## src/rtl/freq_meter_pkg.sv

```systemverilog
// Shared types and constants for the frequency meter.
package freq_meter_pkg;

    typedef enum logic {
        IDLE = 1'b0,
        GATE = 1'b1
    } state_t;

    localparam int CLK_HZ              = 50000000;
    // One-second gate on the kit clock.
    localparam int DEFAULT_GATE_CYCLES = CLK_HZ;
    localparam int DEFAULT_CNT_W       = 32;

endpackage

```

## src/rtl/freq_meter_if.sv

```systemverilog
// Control/result bundle between the frequency meter and its consumer.
interface freq_meter_if #(
    parameter int CNT_W = 32
);
    logic             start;
    logic             cont;
    logic             busy;
    logic             valid;
    logic [CNT_W-1:0] count_out;
    logic             overflow;

    modport master (
        output start, cont,
        input  busy, valid, count_out, overflow
    );

    modport slave (
        input  start, cont,
        output busy, valid, count_out, overflow
    );
endinterface

```

## src/rtl/freq_meter_sync_edge.sv

```systemverilog
// Synchroniser for an asynchronous level plus a rising-edge detect.
// Latency: SYNC_STAGES cycles to q_sync, rise is combinational from q_sync/prev.
// Backpressure: none, runs every cycle.
module sync_edge #(
    parameter int SYNC_STAGES = 2
) (
    input  logic clk,
    input  logic rst_n,
    input  logic d_async,
    output logic q_sync,
    output logic rise
);

    logic [SYNC_STAGES-1:0] sync_q;
    logic                   prev_q;

    always_ff @(posedge clk) begin
        if (!rst_n) begin
            sync_q <= '0;
            prev_q <= 1'b0;
        end else begin
            sync_q <= {sync_q[SYNC_STAGES-2:0], d_async};
            prev_q <= sync_q[SYNC_STAGES-1];
        end
    end

    assign q_sync = sync_q[SYNC_STAGES-1];
    assign rise   = q_sync & ~prev_q;

endmodule

```

## src/rtl/freq_meter.sv

```systemverilog
// Counts rising edges of sig_in over a GATE_CYCLES window of clk.
// Latency: start accepted in cycle 0, valid pulses in cycle GATE_CYCLES+1.
// Backpressure: none; result is a one-cycle pulse and is held until the next one.
module freq_meter import freq_meter_pkg::*; #(
    parameter int GATE_CYCLES = DEFAULT_GATE_CYCLES,
    parameter int CNT_W       = DEFAULT_CNT_W,
    parameter int SYNC_STAGES = 2
) (
    input  logic         clk,
    input  logic         rst_n,
    input  logic         sig_in,
    freq_meter_if.slave  bus
);

    localparam int            GW        = $clog2(GATE_CYCLES);
    localparam logic [GW-1:0] GATE_LOAD = GW'(GATE_CYCLES - 1);

    state_t           state;
    logic [GW-1:0]    gate_cnt;
    logic [CNT_W-1:0] edge_cnt;
    logic [CNT_W-1:0] cnt_next;
    logic             ovf;
    logic             sat_now;
    logic             sig_rise;
    logic             sig_level_unused;

    // Input path runs in every state so opening the gate never fabricates an edge.
    sync_edge #(
        .SYNC_STAGES (SYNC_STAGES)
    ) u_sync (
        .clk     (clk),
        .rst_n   (rst_n),
        .d_async (sig_in),
        .q_sync  (sig_level_unused),
        .rise    (sig_rise)
    );

    always_comb begin
        sat_now  = 1'b0;
        cnt_next = edge_cnt;
        if (sig_rise) begin
            if (&edge_cnt) begin
                sat_now = 1'b1;
            end else begin
                cnt_next = edge_cnt + CNT_W'(1);
            end
        end
    end

    always_ff @(posedge clk) begin
        if (!rst_n) begin
            state         <= IDLE;
            gate_cnt      <= '0;
            edge_cnt      <= '0;
            ovf           <= 1'b0;
            bus.busy      <= 1'b0;
            bus.valid     <= 1'b0;
            bus.count_out <= '0;
            bus.overflow  <= 1'b0;
        end else begin
            bus.valid <= 1'b0;
            case (state)
                IDLE: begin
                    if (bus.start) begin
                        gate_cnt <= GATE_LOAD;
                        edge_cnt <= '0;
                        ovf      <= 1'b0;
                        bus.busy <= 1'b1;
                        state    <= GATE;
                    end
                end
                GATE: begin
                    if (gate_cnt == '0) begin
                        // Last gate cycle: this cycle's edge is folded into the result.
                        bus.count_out <= cnt_next;
                        bus.overflow  <= ovf | sat_now;
                        bus.valid     <= 1'b1;
                        if (bus.cont) begin
                            gate_cnt <= GATE_LOAD;
                            edge_cnt <= '0;
                            ovf      <= 1'b0;
                        end else begin
                            bus.busy <= 1'b0;
                            state    <= IDLE;
                        end
                    end else begin
                        gate_cnt <= gate_cnt - 1'b1;
                        edge_cnt <= cnt_next;
                        ovf      <= ovf | sat_now;
                    end
                end
                default: begin
                    bus.busy <= 1'b0;
                    state    <= IDLE;
                end
            endcase
        end
    end

endmodule

```

## src/flat_wrapper.sv

```systemverilog
// flat-port wrapper written by rule: the top's interface ports become plain ports
module freq_meter_flat import freq_meter_pkg::*;
#(
    parameter int GATE_CYCLES = DEFAULT_GATE_CYCLES,
    parameter int CNT_W       = DEFAULT_CNT_W,
    parameter int SYNC_STAGES = 2
)
  (clk, rst_n, sig_in, bus_start, bus_cont, bus_busy, bus_valid, bus_count_out, bus_overflow);
  freq_meter_if #(.CNT_W(CNT_W)) bus_i ();
  input  logic clk;
  input  logic rst_n;
  input  logic sig_in;
  input wire logic [$bits(bus_i.start)-1:0] bus_start;
  input wire logic [$bits(bus_i.cont)-1:0] bus_cont;
  output wire logic [$bits(bus_i.busy)-1:0] bus_busy;
  output wire logic [$bits(bus_i.valid)-1:0] bus_valid;
  output wire logic [$bits(bus_i.count_out)-1:0] bus_count_out;
  output wire logic [$bits(bus_i.overflow)-1:0] bus_overflow;
  assign bus_i.start = bus_start;
  assign bus_i.cont = bus_cont;
  assign bus_busy = bus_i.busy;
  assign bus_valid = bus_i.valid;
  assign bus_count_out = bus_i.count_out;
  assign bus_overflow = bus_i.overflow;
  freq_meter #(.GATE_CYCLES(GATE_CYCLES), .CNT_W(CNT_W), .SYNC_STAGES(SYNC_STAGES)) u_core (.clk(clk), .rst_n(rst_n), .sig_in(sig_in), .bus(bus_i));
endmodule
```

## config.mk

```make
export PLATFORM = sky130hd
export DESIGN_NAME = freq_meter_flat
export DESIGN_NICKNAME = d
export VERILOG_FILES = /design/src/rtl/freq_meter_pkg.sv /design/src/rtl/freq_meter_if.sv /design/src/rtl/freq_meter_sync_edge.sv /design/src/rtl/freq_meter.sv /design/src/flat_wrapper.sv
export SDC_FILE = /design/constraint.sdc
export NUM_CORES = 1
export LEC_CHECK = 0
export CAP_MARGIN = 25
export CORE_MARGIN = 3
export CORE_UTILIZATION = 55
export CTS_BUF_LIST = sky130_fd_sc_hd__clkbuf_8
export DETAILED_ROUTE_END_ITERATION = 10
export MAX_ROUTING_LAYER = met4
export PLACE_DENSITY_LB_ADDON = 0.08
export SLEW_MARGIN = 25
export SYNTH_ARGS = -nofsm -noshare
export SYNTH_HDL_FRONTEND = slang
export SYNTH_HIERARCHICAL = 1
export SYNTH_SLANG_ARGS = --single-unit
export TNS_END_PERCENT = 5
```

## constraint.sdc

```tcl
create_clock -name clk -period 3.2 [get_ports clk]
set_clock_uncertainty 0.1 [all_clocks]
set_input_delay 0.64 -clock clk [delete_from_list [all_inputs] [get_ports clk]]
set_output_delay 0.64 -clock clk [all_outputs]
set_load 0.02 [all_outputs]
```

==> impl_metrics.py, run 1 <==
metrics = {
    "run_status": {
        "status": "finished clean",
    },
    "route": {
        "routedWlPerCell_um": 17.4,
        "drt_iter0_drc": 329,
        "routed_via_density": 6.35,
        "routed_wl_um": 13700,
        "ant_nets": 0,
        "first_pass_iters": 5,
        "drc_errors": 0,
        "vias": 4977,
    },
    "cts": {
        "cts_sinks": 98,
        "cts_max_level": 3,
        "cts_buffer_depth": 2,
        "cts_tree": "yes",
        "clkLatencyLatePin_ns": 0.36,
        "clk_transition_reported_paths_ns": 0.10,
        "hold_buffers": 0,
        "cts_setup_buffers": 0,
        "cts_resized": 0,
        "cts_buffers": 9,
        "root_buffer": "clkbuf_8",
    },
    "power_and_ir_drop": {
        "p_comb_share_pct": 11.1,
        "p_sw_w": 0.000641,
        "p_int_w": 0.00181,
        "peakVddDrop_uv": 287,
        "seqPwrFrac_pct": 52.3,
        "power_w": 0.00245,
        "p_leak_nw": 1.97,
        "swShare_pct": 26.2,
        "power_density_nw_per_um2": 404,
        "clkPwrFrac_pct": 36.6,
    },
    "worst_setup_path": {
        "arrival_ns": 2.85,
        "regToRegSetupSlack_ns": 0.52,
        "path_max_fanout": 34,
        "critPathLaunch": "u_core/gate_cnt[4]$_SDFFE_PN0P_",
        "cp-end-kind": "flip-flop",
        "r2r-end": "u_core/gate_cnt[6]$_SDFFE_PN0P_",
        "worstSetupEndpoint": "u_core/gate_cnt[6]$_SDFFE_PN0P_",
        "worst-r2r-cell-count": 6,
        "critPathLaunchType": "flip-flop",
        "path_class": "flip-flop to flip-flop",
        "rr_startpoint": "u_core/gate_cnt[4]$_SDFFE_PN0P_",
        "critPathRequiredTime_ns": 3.36,
    },
    "synthesis": {
        "ys.flop_type": "dfxtp_1",
        "seq_area_frac_synth_pct": 37.0,
        "synth_top_area_share_pct": 37.0,
        "synth.avg_cell_area_sq_um": 8.44,
        "synth-seq-cells": 98,
        "synthArstFlopShare_pct": 0,
        "yosysUniqueCellTypes": 65,
        "yosys_warnings": 6,
        "synth-edff-count": 0,
        "synth_top_cell_by_area": "dfxtp_1",
        "syn_nets": 636,
        "synth_cells": 629,
        "synth_common_cells": "dfxtp_1, nor2_1, nand3_1",
        "synth_area_sq_um": 5310,
        "synth.most_common_cell": "dfxtp_1",
        "yosys-top-cells-area": "dfxtp_1, xnor2_1, nand3_1",
    },
    "placement": {
        "dpl.hpwl_um": 9470,
        "dpl.cell_count": 768,
        "gp_congestion": 0.917,
        "numPortBuffers": 39,
    },
    "hold_path": {
        "hold_path_class": "flip-flop to flip-flop",
    },
    "timing": {
        "period_share_pct": 83.9,
        "hold_viol": 0,
        "setup-violations-final": 0,
        "relSlewSlack_pct": 48.2,
        "fin_setup_tns_ns": 0,
        "slew_viol_final": 0,
        "worst_pin_slew_ns": 0.770,
        "max_freq_ghz": 0.373,
        "rsz0062_at_grt": "false",
        "fin_crit_ns": 2.68,
    },
    "die": {
        "die-width_um": 104,
        "core_area_sq_um": 9330,
        "initial_utilization_pct": 56.9,
        "rows": 35,
        "ios": 40,
        "die_area_sq_um": 10900,
        "die_h_um": 104,
    },
    "final_layout": {
        "nets": 657,
        "drive_above_1_share_pct": 8.85,
        "stdcell_count": 784,
        "syn_to_final_growth_pct": 14.2,
        "diodes": 0,
    },
    "grt": {
        "grt_pass1_vias": 4664,
        "antenna_found_initial": 0,
        "grtUsageTotal_pct": 26.4,
        "grt_pass1_wl_um": 23300,
        "grt-ovfl-total": 0,
        "grt_max_degree": 45,
    },
    "run": {
        "max-cap-violations": 0,
    },
}
## sequential cells by signal, summed over array words and instances (netlist names)
name and count:
u_core/bus.busy 1, u_core/bus.count_out 32, u_core/bus.overflow 1, u_core/bus.valid 1, u_core/edge_cnt 32, u_core/gate_cnt 26, u_core/ovf 1, u_core/state 1
u_core/u_sync/prev_q 1, u_core/u_sync/sync_q 2
## kinds of logic (layout without fill, tap and decap cells)
kind of cell / Yosys count / after routing / share of synthesized area [%]
DFF: 98 / 98 / 37.0
xor gates and xnor gates: 34 / 34 / 5.61
AOI/OAI and AO/OA: 189 / 189 / 25.9
adders and majority gates: 2 / 2 / 0.472
buffers and inverters: 76 / 102 / 5.78
muxes: 4 / 4 / 0.755
and+or+nand+nor: 226 / 226 / 24.5
## worst max-delay path, cell delays in order, from the launching register on
cell     delay, ns
dfxtp_1       0.38
nor4_1        0.51
nand4_1       0.50
o31ai_4       0.33
buf_4         0.41
a21oi_1       0.08
o221a_2       0.28
## per-stage QoR
stage / utilization [%] / worst slack, ns / instance area, sq um / hold slack, ns
CTS: 64.9 / 0.557 / 6060 / 0.346
floorplan: - / 0.765 / 5310 / 0.306
global route: 64.9 / 0.235 / 6060 / 0.373
detailed placement: 62.5 / 0.439 / 5830 / 0.322
finish: 64.9 / 0.516 / 6060 / 0.341
global placement: 62.5 / 0.506 / 5830 / 0.311
## per-layer routing
metal	track usage [%]	wire length [um]
met4	6.93	197
met1	35.7	6560
met5	-	0
met3	4.28	669
met2	41.5	6240
## worst min-delay path by stage
stage / to / slack, ns / cells after the start / start
detailed placement: u_core/u_sync/sync_q[1]$_SDFF_PN0_ / 0.32 / 1 / u_core/u_sync/sync_q[0]$_SDFF_PN0_
global placement: u_core/u_sync/sync_q[1]$_SDFF_PN0_ / 0.31 / 1 / u_core/u_sync/sync_q[0]$_SDFF_PN0_
floorplan: u_core/u_sync/sync_q[1]$_SDFF_PN0_ / 0.31 / 1 / u_core/u_sync/sync_q[0]$_SDFF_PN0_
CTS: u_core/u_sync/sync_q[1]$_SDFF_PN0_ / 0.35 / 1 / u_core/u_sync/sync_q[0]$_SDFF_PN0_
finish: u_core/u_sync/sync_q[1]$_SDFF_PN0_ / 0.34 / 1 / u_core/u_sync/sync_q[0]$_SDFF_PN0_
global route: u_core/u_sync/sync_q[1]$_SDFF_PN0_ / 0.37 / 1 / u_core/u_sync/sync_q[0]$_SDFF_PN0_
## power by group through the flow
stage	clock network, W	logic (W)	registers (W)
floorplan	0	0.000193	0.00130
global placement	0	0.000259	0.00131
detailed placement	0	0.000267	0.00131
CTS	0.000922	0.000268	0.00128
global route	0.000958	0.000298	0.00129
finish	0.000898	0.000271	0.00128
## layout by cell type (no fill, tap or decap), types with 3 or more instances in the layout
cell type | Yosys | final
a2111oi_2 | 8 | 8
a211oi_1 | 23 | 23
a21o_1 | 7 | 7
a21oi_1 | 36 | 36
a22o_1 | 5 | 5
a22oi_1 | 6 | 6
a2bb2oi_1 | 12 | 12
a311oi_1 | 3 | 3
a31oi_1 | 8 | 8
and2_1 | 7 | 7
and3_1 | 11 | 11
and4_1 | 7 | 7
buf_4 | 0 | 16
clkbuf_8 | 0 | 10
clkdlybuf4s50_1 | 0 | 39
dfxtp_1 | 98 | 98
inv_1 | 29 | 30
mux2i_1 | 4 | 4
nand2_1 | 23 | 23
nand2b_1 | 4 | 4
nand3_1 | 38 | 38
nand4_1 | 15 | 15
nor2_1 | 41 | 41
nor3_1 | 18 | 16
nor3b_1 | 5 | 5
nor4_1 | 13 | 13
o2111ai_1 | 11 | 11
o211ai_1 | 8 | 8
o21ai_0 | 35 | 35
o22ai_1 | 4 | 4
o31a_1 | 3 | 3
o31ai_1 | 3 | 3
or3_1 | 17 | 17
or4_1 | 11 | 11
xnor2_1 | 24 | 24
xor2_1 | 10 | 10
## final cells by class
type                       count  area, sq um
fill                         828         3270
multi-input combinational    455         3070
sequential                    98         1960
timing repair buffer          56          531
tap                          129          161
clock buffer                  10          138
inverter                      30          113
clock inverter                 6         88.8
(Power assumes the default switching activity.)
==> run 2: changes to the inputs <==
- clock period: 3.2 -> 2.2 ns (I/O delays scaled with it)
==> run 2 against run 1 <==
Effect of this change: final area up 21%; critical endpoint is now u_core/gate_cnt[17]$_SDFFE_PN0P_; critical path type unchanged; first-iteration DRC count is 6.1% higher; combinational power rose by 120%; sequential cell count is the same; the run now ends with negative setup slack left; total power increased by 45%.
==> impl_metrics.py, run 2 (same netlist as run 1, synthesis figures left out) <==
metrics = {
    "power_and_ir_drop": {
        "peakVddDrop_uv": 403,
        "power_density_nw_per_um2": 487,
        "p_leak_nw": 2.65,
    },
    "placement": {
        "dpl.hpwl_um": 11500,
        "gp_congestion": 0.976,
        "numPortBuffers": 39,
        "place_ws_ns": -0.129,
        "place_area_sq_um": 6780,
    },
    "grt": {
        "grtUsageTotal_pct": 30.0,
        "antenna_found_initial": 0,
        "grt_pass1_vias": 5320,
        "grt-ovfl-total": 0,
        "grt_max_degree": 43,
        "grt_pass1_wl_um": 26100,
    },
    "route": {
        "routedWlPerCell_um": 18.0,
        "vias": 5576,
        "ant_nets": 0,
        "routed_via_density": 6.16,
        "routed_wl_um": 16300,
        "drc_errors": 0,
        "first_pass_iters": 7,
        "drt_iter0_drc": 349,
    },
    "die": {
        "ios": 40,
        "die_area_sq_um": 10900,
        "rows": 35,
        "die-width_um": 104,
        "die_h_um": 104,
        "initial_utilization_pct": 56.9,
        "core_area_sq_um": 9330,
    },
    "cts": {
        "hold_buffers": 0,
        "cts_max_level": 3,
        "cts_buffer_depth": 2,
        "clkLatencyLatePin_ns": 0.37,
        "cts_buffers": 9,
        "clk_transition_reported_paths_ns": 0.11,
        "cts_tree": "yes",
        "cts_sinks": 98,
        "root_buffer": "clkbuf_8",
    },
    "worst_setup_path": {
        "critPathRequiredTime_ns": 2.40,
        "path_delay_family": "simple AND/OR/NAND/NOR gates",
        "path_buf_inv": 1,
        "crit_chain": "or4_4 -> nor3_2 -> o311ai_4 -> buf_4 -> or4_1 -> a31oi_1",
        "slowest_stage": "or4_4",
        "arrival_ns": 2.45,
        "path_class": "flip-flop to flip-flop",
        "cp-end-kind": "flip-flop",
        "path_max_fanout": 8,
        "critPathLaunchType": "flip-flop",
        "critPathMaxStageDelay_ns": 0.58,
    },
    "final_layout": {
        "utilization_pct": 78.5,
        "final_cell_area_sq_um": 7320,
        "fillers": 669,
        "final_common_cell": "buf_4",
        "syn_to_final_growth_pct": 37.9,
        "diodes": 0,
        "drive_above_1_share_pct": 30.2,
        "nets": 778,
        "final_cell_mix": "buf_4, dfxtp_1, nor2_1, clkdlybuf4s50_1, nand3_1",
        "reg_top3": "u_core/bus.count_out (32), u_core/edge_cnt (32), u_core/gate_cnt (26)",
    },
    "run_status": {
        "status": "complete, but fails checks",
        "violations": "negative setup slack",
    },
    "timing": {
        "fin_crit_ns": 2.25,
        "rsz0062_at_grt": "true",
        "fin_ws_ns": -0.0512,
        "hold_viol": 0,
        "slew_viol_final": 0,
        "worst_pin_slew_ns": 0.588,
        "max_freq_ghz": 0.444,
        "setup-violations-final": 4,
        "fin_setup_tns_ns": -0.123,
        "period_share_pct": 102,
        "relSlewSlack_pct": 60.5,
    },
    "run": {
        "max-cap-violations": 0,
    },
    "hold_path": {
        "hold_path_class": "flip-flop to flip-flop",
    },
}
run 2: where the power goes:
group / total [W] / internal (W) / switching (W)
logic: 0.000600 / 0.000276 / 0.000324
clock network: 0.00110 / 0.000442 / 0.000658
registers: 0.00186 / 0.00181 / 0.0000475
run 2: layer usage:
| metal | wire (um) | global-route usage (%) |
|---|---|---|
| met5 | 0 | - |
| met2 | 7670 | 46.4 |
| met1 | 7430 | 40.7 |
| met3 | 930 | 3.72 |
| met4 | 269 | 10.3 |
run 2: final cells by class:
class                      instances  area (sq um)  share of cell area [%]
multi-input combinational        455          3330                    45.5
sequential                        98          1990                    27.2
timing repair buffer             177          1540                    21.0
tap                              129           161                    2.21
clock buffer                      10           138                    1.88
inverter                          30           113                    1.54
clock inverter                     6          42.5                   0.581
run 2: worst reg2reg max path, stage by stage (launching register included):
cell and delay (ns):
dfxtp_1 0.35, or4_4 0.58, nor3_2 0.27, o311ai_4 0.15
buf_4 0.19, or4_1 0.40, a31oi_1 0.14
run 2: metrics by stage:
step / hold slack (ns) / power [W] / std cells
finish: 0.333 / 0.00356 / 905
global route: 0.374 / 0.00371 / 905
CTS: 0.335 / 0.00353 / 900
detailed placement: 0.315 / 0.00242 / 883
global placement: 0.313 / 0.00241 / 883
floorplan: 0.306 / 0.00218 / 629
run 2: final timing paths:
check,from,end,slack [ns],cells past startpoint
min,u_core/u_sync/sync_q[0]$_SDFF_PN0_,u_core/u_sync/sync_q[1]$_SDFF_PN0_,0.33,1
max,u_core/gate_cnt[4]$_SDFFE_PN0P_,u_core/gate_cnt[17]$_SDFFE_PN0P_,-0.05,6
max reg2reg,u_core/gate_cnt[4]$_SDFFE_PN0P_,u_core/gate_cnt[17]$_SDFFE_PN0P_,-0.05,6
min reg2reg,u_core/u_sync/sync_q[0]$_SDFF_PN0_,u_core/u_sync/sync_q[1]$_SDFF_PN0_,0.33,1
run 2: what timing repair did:
item                       4_1_cts  5_1_grt
gates cloned                     0        2
gates resized for setup         23       59
pin swaps                        4       14
setup buffers                    1        3
setup endpoints to repair       76       88
==> run 3: changes to the inputs <==
- CTS_CLUSTER_DIAMETER: not set -> 80
- GPL_TIMING_DRIVEN: not set -> 0
==> run 3 against run 2 <==
Effect of this change: the run still ends with negative setup slack left; sequential power barely moved; total power increased by 8.8%; combinational power up 14%; critical path depth is the same; register-to-register slack got worse by 0.13 ns; critical path type unchanged.
==> impl_metrics.py, run 3 (same netlist as run 1, synthesis figures left out) <==
metrics = {
    "run_status": {
        "status": "complete, but fails checks",
        "violations": "negative setup slack",
    },
    "worst_setup_path": {
        "arrival_ns": 2.59,
        "worstSetupEndpoint": "u_core/gate_cnt[24]$_SDFFE_PN0P_",
        "critPathMaxStageDelay_ns": 0.54,
        "worst-r2r-cell-count": 6,
        "slowest_stage": "or4_4",
        "critPathLaunch": "u_core/gate_cnt[7]$_SDFFE_PN0P_",
        "critPathLaunchType": "flip-flop",
        "cp-end-kind": "flip-flop",
        "critPathRequiredTime_ns": 2.41,
        "crit_chain": "or4_4 -> buf_6 -> nor4_4 -> nand4_2 -> or4b_4 -> a21oi_2",
        "regToRegSetupSlack_ns": -0.18,
        "rr_startpoint": "u_core/gate_cnt[7]$_SDFFE_PN0P_",
        "path_max_fanout": 4,
        "r2r-end": "u_core/gate_cnt[24]$_SDFFE_PN0P_",
        "path_class": "flip-flop to flip-flop",
    },
    "hold_path": {
        "hold_path_class": "flip-flop to flip-flop",
    },
    "grt": {
        "grt_pass1_vias": 5346,
        "grt_pass1_wl_um": 27600,
        "grt-ovfl-total": 0,
        "grtUsageTotal_pct": 32.2,
        "grt_max_degree": 17,
        "antenna_found_initial": 0,
    },
    "cts": {
        "cts_max_level": 3,
        "hold_buffers": 0,
        "clk_transition_reported_paths_ns": 0.11,
        "clkLatencyLatePin_ns": 0.37,
        "cts_sinks": 98,
        "root_buffer": "clkbuf_8",
        "cts_tree": "yes",
        "cts_buffers": 9,
        "cts_buffer_depth": 2,
    },
    "route": {
        "ant_nets": 0,
        "drt_iter0_drc": 514,
        "routed_wl_um": 18700,
        "routedWlPerCell_um": 21.4,
        "drc_errors": 0,
        "first_pass_iters": 5,
        "vias": 5697,
        "routed_via_density": 6.53,
    },
    "final_layout": {
        "seqCellArea_sq_um": 2000,
        "final_common_cell": "dfxtp_1",
        "drive_above_1_share_pct": 28.9,
        "fillers": 643,
        "nets": 746,
        "diodes": 0,
        "reg_top3": "u_core/bus.count_out (32), u_core/edge_cnt (32), u_core/gate_cnt (26)",
        "syn_to_final_growth_pct": 38.9,
        "multi_input_area_sq_um": 3590,
        "utilization_pct": 79.0,
        "final_cell_mix": "dfxtp_1, buf_4, nor2_1, clkdlybuf4s50_1, nand3_1",
    },
    "timing": {
        "hold_viol": 0,
        "worst_pin_slew_ns": 0.719,
        "period_share_pct": 108,
        "slew_viol_final": 0,
        "fin_setup_tns_ns": -2.85,
        "rsz0062_at_grt": "true",
        "relSlewSlack_pct": 52.1,
        "fin_ws_ns": -0.183,
        "holdWs_ns": 0.340,
        "max_freq_ghz": 0.420,
        "setup-violations-final": 49,
        "fin_crit_ns": 2.38,
    },
    "placement": {
        "gp_congestion": 0.962,
        "place_ws_ns": -0.894,
        "numPortBuffers": 39,
        "dpl.hpwl_um": 11800,
    },
    "power_and_ir_drop": {
        "power_density_nw_per_um2": 526,
        "power_w": 0.00388,
        "peakVddDrop_uv": 366,
        "p_leak_nw": 2.53,
    },
    "die": {
        "rows": 35,
        "core_area_sq_um": 9330,
        "die_h_um": 104,
        "die_area_sq_um": 10900,
        "initial_utilization_pct": 56.9,
        "die-width_um": 104,
        "ios": 40,
    },
    "run": {
        "max-cap-violations": 0,
    },
}
[run 3: worst min-delay path by stage]
stage / from / end / slack [ns] / cells past startpoint
floorplan: u_core/u_sync/sync_q[0]$_SDFF_PN0_ / u_core/u_sync/sync_q[1]$_SDFF_PN0_ / 0.31 / 1
global placement: u_core/u_sync/sync_q[0]$_SDFF_PN0_ / u_core/u_sync/sync_q[1]$_SDFF_PN0_ / 0.31 / 1
detailed placement: u_core/u_sync/sync_q[0]$_SDFF_PN0_ / u_core/u_sync/sync_q[1]$_SDFF_PN0_ / 0.32 / 1
CTS: u_core/u_sync/sync_q[0]$_SDFF_PN0_ / u_core/u_sync/sync_q[1]$_SDFF_PN0_ / 0.34 / 1
global route: u_core/u_sync/sync_q[0]$_SDFF_PN0_ / u_core/u_sync/sync_q[1]$_SDFF_PN0_ / 0.35 / 1
finish: u_core/u_sync/sync_q[0]$_SDFF_PN0_ / u_core/u_sync/sync_q[1]$_SDFF_PN0_ / 0.34 / 1
[run 3: critical path: cells and delay by family, from the launching register on]
kind	cells	cell delay, ns
flip-flops	1	0.35
buffers and inverters	1	0.15
AND/OR/NAND/NOR	4	1.59
AO/OA/AOI/OAI	1	0.14
[run 3: power breakdown]
part	switching [W]	leakage [nW]	internal, W
logic	0.000384	1.62	0.000298
registers	0.0000675	0.805	0.00181
clock network	0.000670	0.111	0.000642
[run 3: layout make-up]
type,instances,share of cell area [%]
Timing Repair Buffer,105,12.9
Inverter,30,1.54
Buffer,39,4.60
Clock buffer,9,1.68
Tap cell,129,2.19
Clock inverter,7,1.27
Multi-Input combinational cell,456,48.7
Sequential cell,98,27.1
[run 3: stage by stage]
step | area (sq um) | std cells
3_3_place_gp | 5920 | 797
2_1_floorplan | 5360 | 629
6_report | 7370 | 873
4_1_cts | 6740 | 848
3_5_place_dp | 5920 | 797
5_1_grt | 7370 | 873
[run 3: per-layer routing]
| layer | GRT usage, % | share of wire (%) | wire length [um] | vias up |
|---|---|---|---|---|
| li1 | - | - | - | 2609 |
| met1 | 43.9 | 43 | 8100 | 2702 |
| met2 | 47.4 | 46 | 8580 | 339 |
| met3 | 5.90 | 8.7 | 1630 | 47 |
| met4 | 12.4 | 2.0 | 374 | 0 |
| met5 | - | 0 | 0 | - |
[run 3: repair_timing]
item | CTS | global route
gates resized for setup | 83 | 122
setup buffers | 40 | 26
pin swaps | 25 | 46
setup endpoints to repair | 95 | 92
hold endpoints to repair | 0 | 0
cloned | 0 | 1
